File: config.mk
export PLATFORM = sky130hd
export DESIGN_NAME = fact_accel
export DESIGN_NICKNAME = d
export VERILOG_FILES = /design/src/rtl/fact_accel.sv
export SDC_FILE = /design/constraint.sdc
export NUM_CORES = 1
export LEC_CHECK = 0
export ABC_AREA = 0
export CELL_PAD_IN_SITES_DETAIL_PLACEMENT = 1
export CELL_PAD_IN_SITES_GLOBAL_PLACEMENT = 2
export CORE_UTILIZATION = 40
export CTS_BUF_LIST = sky130_fd_sc_hd__clkbuf_8
export CTS_CLUSTER_SIZE = 16
export DETAILED_ROUTE_END_ITERATION = 10
export PLACE_DENSITY_LB_ADDON = 0.15
export SLEW_MARGIN = 20
export SYNTH_ARGS = -nofsm -noshare
export SYNTH_HDL_FRONTEND = slang
export SYNTH_SLANG_ARGS = --single-unit
File: constraint.sdc
create_clock -name clk -period 10.7 [get_ports clk]
set_input_delay 1.07 -clock clk [delete_from_list [all_inputs] [get_ports clk]]
set_output_delay 1.07 -clock clk [all_outputs]
set_load 0.05 [all_outputs]
File: src/rtl/fact_accel.sv
// rtl/fact_accel.sv - memory-mapped iterative factorial accelerator
//
// Purpose: computes N! with one multiply per clock. The core writes N, then
// writes GO. It then polls STATUS or waits for done_irq, and reads RESULT.
//
// Ports:
//   clk       system clock, rising edge active
//   rst       asynchronous active-high reset
//   we        write enable, already qualified by the address decoder
//   a         word offset: 0=N, 1=GO, 2=STATUS, 3=RESULT
//   wd        write data
//   rd        read data, combinational from a
//   done_irq  high while the DONE flag is set
//   busy      high while a computation is running
module fact_accel #(
  parameter int WIDTH = 32,
  parameter int NBITS = 4,
  parameter int NMAX  = 12
) (
  input  logic             clk,
  input  logic             rst,
  input  logic             we,
  input  logic [1:0]       a,
  input  logic [WIDTH-1:0] wd,
  output logic [WIDTH-1:0] rd,
  output logic             done_irq,
  output logic             busy
);

  typedef enum logic [1:0] {
    S_IDLE = 2'd0,
    S_CALC = 2'd1,
    S_DONE = 2'd2
  } state_t;

  localparam logic [NBITS-1:0] NMAX_L  = NBITS'(NMAX);
  localparam logic [NBITS-1:0] CNT_ONE = NBITS'(1);

  state_t           state_q, state_d;
  logic [NBITS-1:0] n_q, n_d;
  logic [NBITS-1:0] cnt_q, cnt_d;
  logic [WIDTH-1:0] prod_q, prod_d;
  logic [WIDTH-1:0] result_q, result_d;
  logic             done_q, done_d;
  logic             err_q, err_d;

  logic             n_wr;
  logic             go_wr;
  logic [WIDTH-1:0] mul_w;
  logic             wd_unused;

  // Only the low bits of wd are meaningful to this block.
  assign wd_unused = ^wd[WIDTH-1:NBITS];

  // N and GO writes are dropped while a computation is running, so the
  // operand stays stable and a running job cannot be restarted.
  assign n_wr  = we && (a == 2'd0) && (state_q != S_CALC);
  assign go_wr = we && (a == 2'd1) && wd[0] && (state_q != S_CALC);

  // WIDTH x NBITS product. The upper bits are dropped; for N <= NMAX the
  // running product always fits in WIDTH bits.
  assign mul_w = prod_q * {{(WIDTH-NBITS){1'b0}}, cnt_q};

  always_ff @(posedge clk or posedge rst) begin
    if (rst) begin
      state_q  <= S_IDLE;
      n_q      <= '0;
      cnt_q    <= '0;
      prod_q   <= WIDTH'(1);
      result_q <= '0;
      done_q   <= 1'b0;
      err_q    <= 1'b0;
    end else begin
      state_q  <= state_d;
      n_q      <= n_d;
      cnt_q    <= cnt_d;
      prod_q   <= prod_d;
      result_q <= result_d;
      done_q   <= done_d;
      err_q    <= err_d;
    end
  end

  always_comb begin
    state_d  = state_q;
    n_d      = n_q;
    cnt_d    = cnt_q;
    prod_d   = prod_q;
    result_d = result_q;
    done_d   = done_q;
    err_d    = err_q;
    case (state_q)
      S_CALC: begin
        // Counting down from N; the last factor (1) is never multiplied.
        // This also makes 0! and 1! finish after a single edge.
        if (cnt_q <= CNT_ONE) begin
          result_d = prod_q;
          done_d   = 1'b1;
          state_d  = S_DONE;
        end else begin
          prod_d = mul_w;
          cnt_d  = cnt_q - CNT_ONE;
        end
      end
      default: begin
        // IDLE and DONE behave the same: accept N, start on GO.
        if (n_wr) begin
          n_d = wd[NBITS-1:0];
        end
        if (go_wr) begin
          if (n_q > NMAX_L) begin
            // Out-of-range operand: report the error without computing.
            state_d  = S_DONE;
            result_d = '0;
            err_d    = 1'b1;
            done_d   = 1'b1;
          end else begin
            state_d = S_CALC;
            prod_d  = WIDTH'(1);
            cnt_d   = n_q;
            done_d  = 1'b0;
            err_d   = 1'b0;
          end
        end
      end
    endcase
  end

  assign busy     = (state_q == S_CALC);
  assign done_irq = done_q;

  always_comb begin
    rd = '0;
    case (a)
      2'd0:    rd = {{(WIDTH-NBITS){1'b0}}, n_q};
      2'd1:    rd = {{(WIDTH-1){1'b0}}, busy};
      2'd2:    rd = {{(WIDTH-2){1'b0}}, err_q, done_q};
      default: rd = result_q;
    endcase
  end

endmodule

==> impl_metrics.ini <==
[clock_tree]
cts-root-buf = clkbuf_8
cts_hold_repair.buffers = 0
clkLatencyLatePin_ns = 0.37
cts.sinks = 76
postCtsSetupBuffers = 0
clk_pin_slew_ns = 0.08
cts_resized = 0
cts_buffer_depth = 2
htree_levels = 3
cts_tree = built
cts_buffers = 9

[finish]
n_fill_cell = 1981
fin_nets = 914
area_delta_synth_final_pct = 11.4
antenna_cells = 0
drive_gt1_share_pct = 6.96
fin_area_sq_um = 7810

[drt]
drc = 0
drtIter0Drc = 252
routed_wl_microns = 19400
vias = 5558
drtAntennaViolNets = 0
post_drt_wl_per_cell_microns = 19.1
firstDrtPassIters = 4
vias_per_cell = 5.48

[synth]
synth_largest_area_cell = dfrtp_1
netlist_area_sq_um = 7010
async_flop_share_pct = 100
seq_area_frac_synth_pct = 27.1
synthFlopType = dfrtp_1
synth_nets = 893
synth-edff-count = 0
ys_warn_count = 0
synth_cell_types = 66
ys_top_cells_by_area = dfrtp_1, fa_1, and2_1, a22o_1, inv_1
synth_top_area_share_pct = 26.8
synth_seq_cells = 76
synth_area_per_cell_sq_um = 9.17
synthCells = 765

[floorplanning]
rows = 48
start_util_pct = 40.7
die_area_sq_um = 18100
dieHeight_microns = 134
die_w_microns = 134
pin_count = 71
core_sq_um = 17200

[worst_setup_path]
rr_startpoint = cnt_q[2]
reg2reg_to = prod_q[30]
worst-endpoint-required_ns = 10.96
arrival_ns = 4.71
ff2ff_setup_slack_ns = 6.24
critPathMaxFanout = 18
reg2reg_depth = 14
slowest_delay_ns = 0.66
path_class = reg2reg
cp-start-kind = flip-flop
worstPathCellList = buf_4, and2_1, fa_1, inv_1, fa_1, inv_1, ha_1, and2_2, and2_2, a221o_2, a31oi_2, o311ai_2, xor2_1, a22o_1
endpoint_kind = flip-flop
worst_path_max_delay_cell = dfrtp_1

[sta]
slew_headroom_pct = 40.5
rsz0062_at_grt = no
tns_ns = 0
hold_viol = 0
setup_viol = 0
fin_crit_ns = 4.46
fin_skew_ns = 0.0109
worst_slew_pin_slew_ns = 0.891
fmax_ghz = 0.224
hold_slack_ns = 0.481
slew_viol_final = 0
timing.final.crit_share_pct = 41.7

[min_path]
worstHoldPathType = reg2reg
holdPathEnd = state_q[1]
min_path_cells = 2
holdCritStartpoint = state_q[1]

[global_route]
antenna_found_initial = 0
grt_pass1_vias = 6109
grt_max_degree = 77
grt_pass1_wl_microns = 32800
gr-total-overflow = 0
grt.total_usage_pct = 23.2

[place]
post-dp-hpwl_microns = 13600
post_dp_cell_area_sq_um = 7580
portBuffers = 42
routabilityCongestion = 0.828

[job]
cap_violations = 0

[power]
powerDensity_nw_per_um2 = 206
peakVddDrop_mv = 0.123
p_leak_nw = 3.96
p_total_mw = 1.61

[run_status]
status = completed
-- placed cells by master (no fill, tap or decap), types with 6 or more instances in the layout --
cell type / n
inv_1: 114
and2_1: 93
dfrtp_1: 74
nand2_1: 69
a22o_1: 59
fa_1: 57
clkdlybuf4s50_1: 41
ha_1: 34
and3_1: 30
a21oi_1: 27
o21ai_0: 20
xnor2_1: 18
xor2_1: 13
nor2_1: 11
clkbuf_8: 11
nand3_1: 10
nand4_1: 8
buf_4: 8
a21o_1: 6
-- area by class of cell --
class                   instances  area, sq um  share of cell area (%)
multi-input cells             532         4480                    57.3
flip-flops and latches         76         1900                    24.4
clock buffers                  11          151                    1.94
inverters                     116          437                    5.59
well taps                     225          282                    3.61
repair buffers                 51          487                    6.23
clock inverters                 4         72.6                   0.929
-- cells in the mapped netlist (all sizes together), types with 4 or more instances --
cell type  count
o211ai         5
buf            4
a21oi         27
o21ai         22
xor2          13
ha            34
nor2          12
mux2           4
nand2         70
xnor2         18
fa            57
dfrtp         75
a21o          10
nand4          8
nand3         10
and3          30
o21a           4
a31oi          6
clkbuf        36
a22o          59
nor3           4
inv          115
and2          96
-- flip-flops by register name, indices dropped and copies added (netlist names) --
register,cells
cnt_q,4
done_irq,1
err_q,1
n_q,4
prod_q,32
result_q,32
state_q,2
-- through the flow --
| stage | instances | setup WS, ns | util [%] |
|---|---|---|---|
| 6_report | 1015 | 6.24 | 45.3 |
| 4_1_cts | 1015 | 5.91 | 45.3 |
| 3_5_place_dp | 1000 | 5.91 | 44.0 |
| 5_1_grt | 1015 | 6.09 | 45.3 |
| 2_1_floorplan | 765 | 6.95 | - |
| 3_3_place_gp | 1000 | 6.03 | 44.0 |
-- critical path, delay by kind of cell (launching register included) --
kind | cells | cell delay, ns
AOI/OAI and AO/OA | 4 | 1.00
xor gates and xnor gates | 1 | 0.16
adders and majority gates | 3 | 1.41
buffers and inverters | 3 | 0.46
DFF | 1 | 0.66
and+or+nand+nor | 3 | 0.65
-- power by group --
| part | switching, mW | internal (mW) | total, mW |
|---|---|---|---|
| Clock | 0.120 | 0.143 | 0.263 |
| Combinational | 0.509 | 0.298 | 0.807 |
| Sequential | 0.150 | 0.393 | 0.543 |
| Total | 0.779 | 0.833 | 1.61 |
-- logic make-up after synthesis --
family          share of synthesized area [%]
compound gates                           17.1
xor+xnor                                 3.87
flops                                    27.1
simple gates                             19.0
mux                                      1.25
buf+inv                                  9.31
fa+ha+maj                                22.3
-- layer usage --
| layer | track usage [%] | part of all wire [%] | vias up | wire [microns] |
|---|---|---|---|---|
| met5 | 0 | 0 | - | 0 |
| met4 | 6.93 | 1.3 | 0 | 244 |
| met3 | 2.31 | 2.5 | 21 | 481 |
| met1 | 31.6 | 48 | 2876 | 9340 |
| met2 | 39.1 | 48 | 83 | 9340 |
| li1 | - | - | 2578 | - |
-- worst max path at each step --
stage / slack (ns) / from / depth (start not counted) / end
finish: 6.24 / cnt_q[2] / 14 / prod_q[30]
detailed placement: 5.91 / cnt_q[3] / 12 / prod_q[30]
CTS: 5.91 / cnt_q[3] / 12 / prod_q[30]
global placement: 6.03 / a[0] / 4 / rd[1]
floorplan: 6.95 / cnt_q[3] / 14 / prod_q[30]
global route: 6.09 / cnt_q[2] / 14 / prod_q[30]
Note: power is estimated with default switching activity, not from simulation.
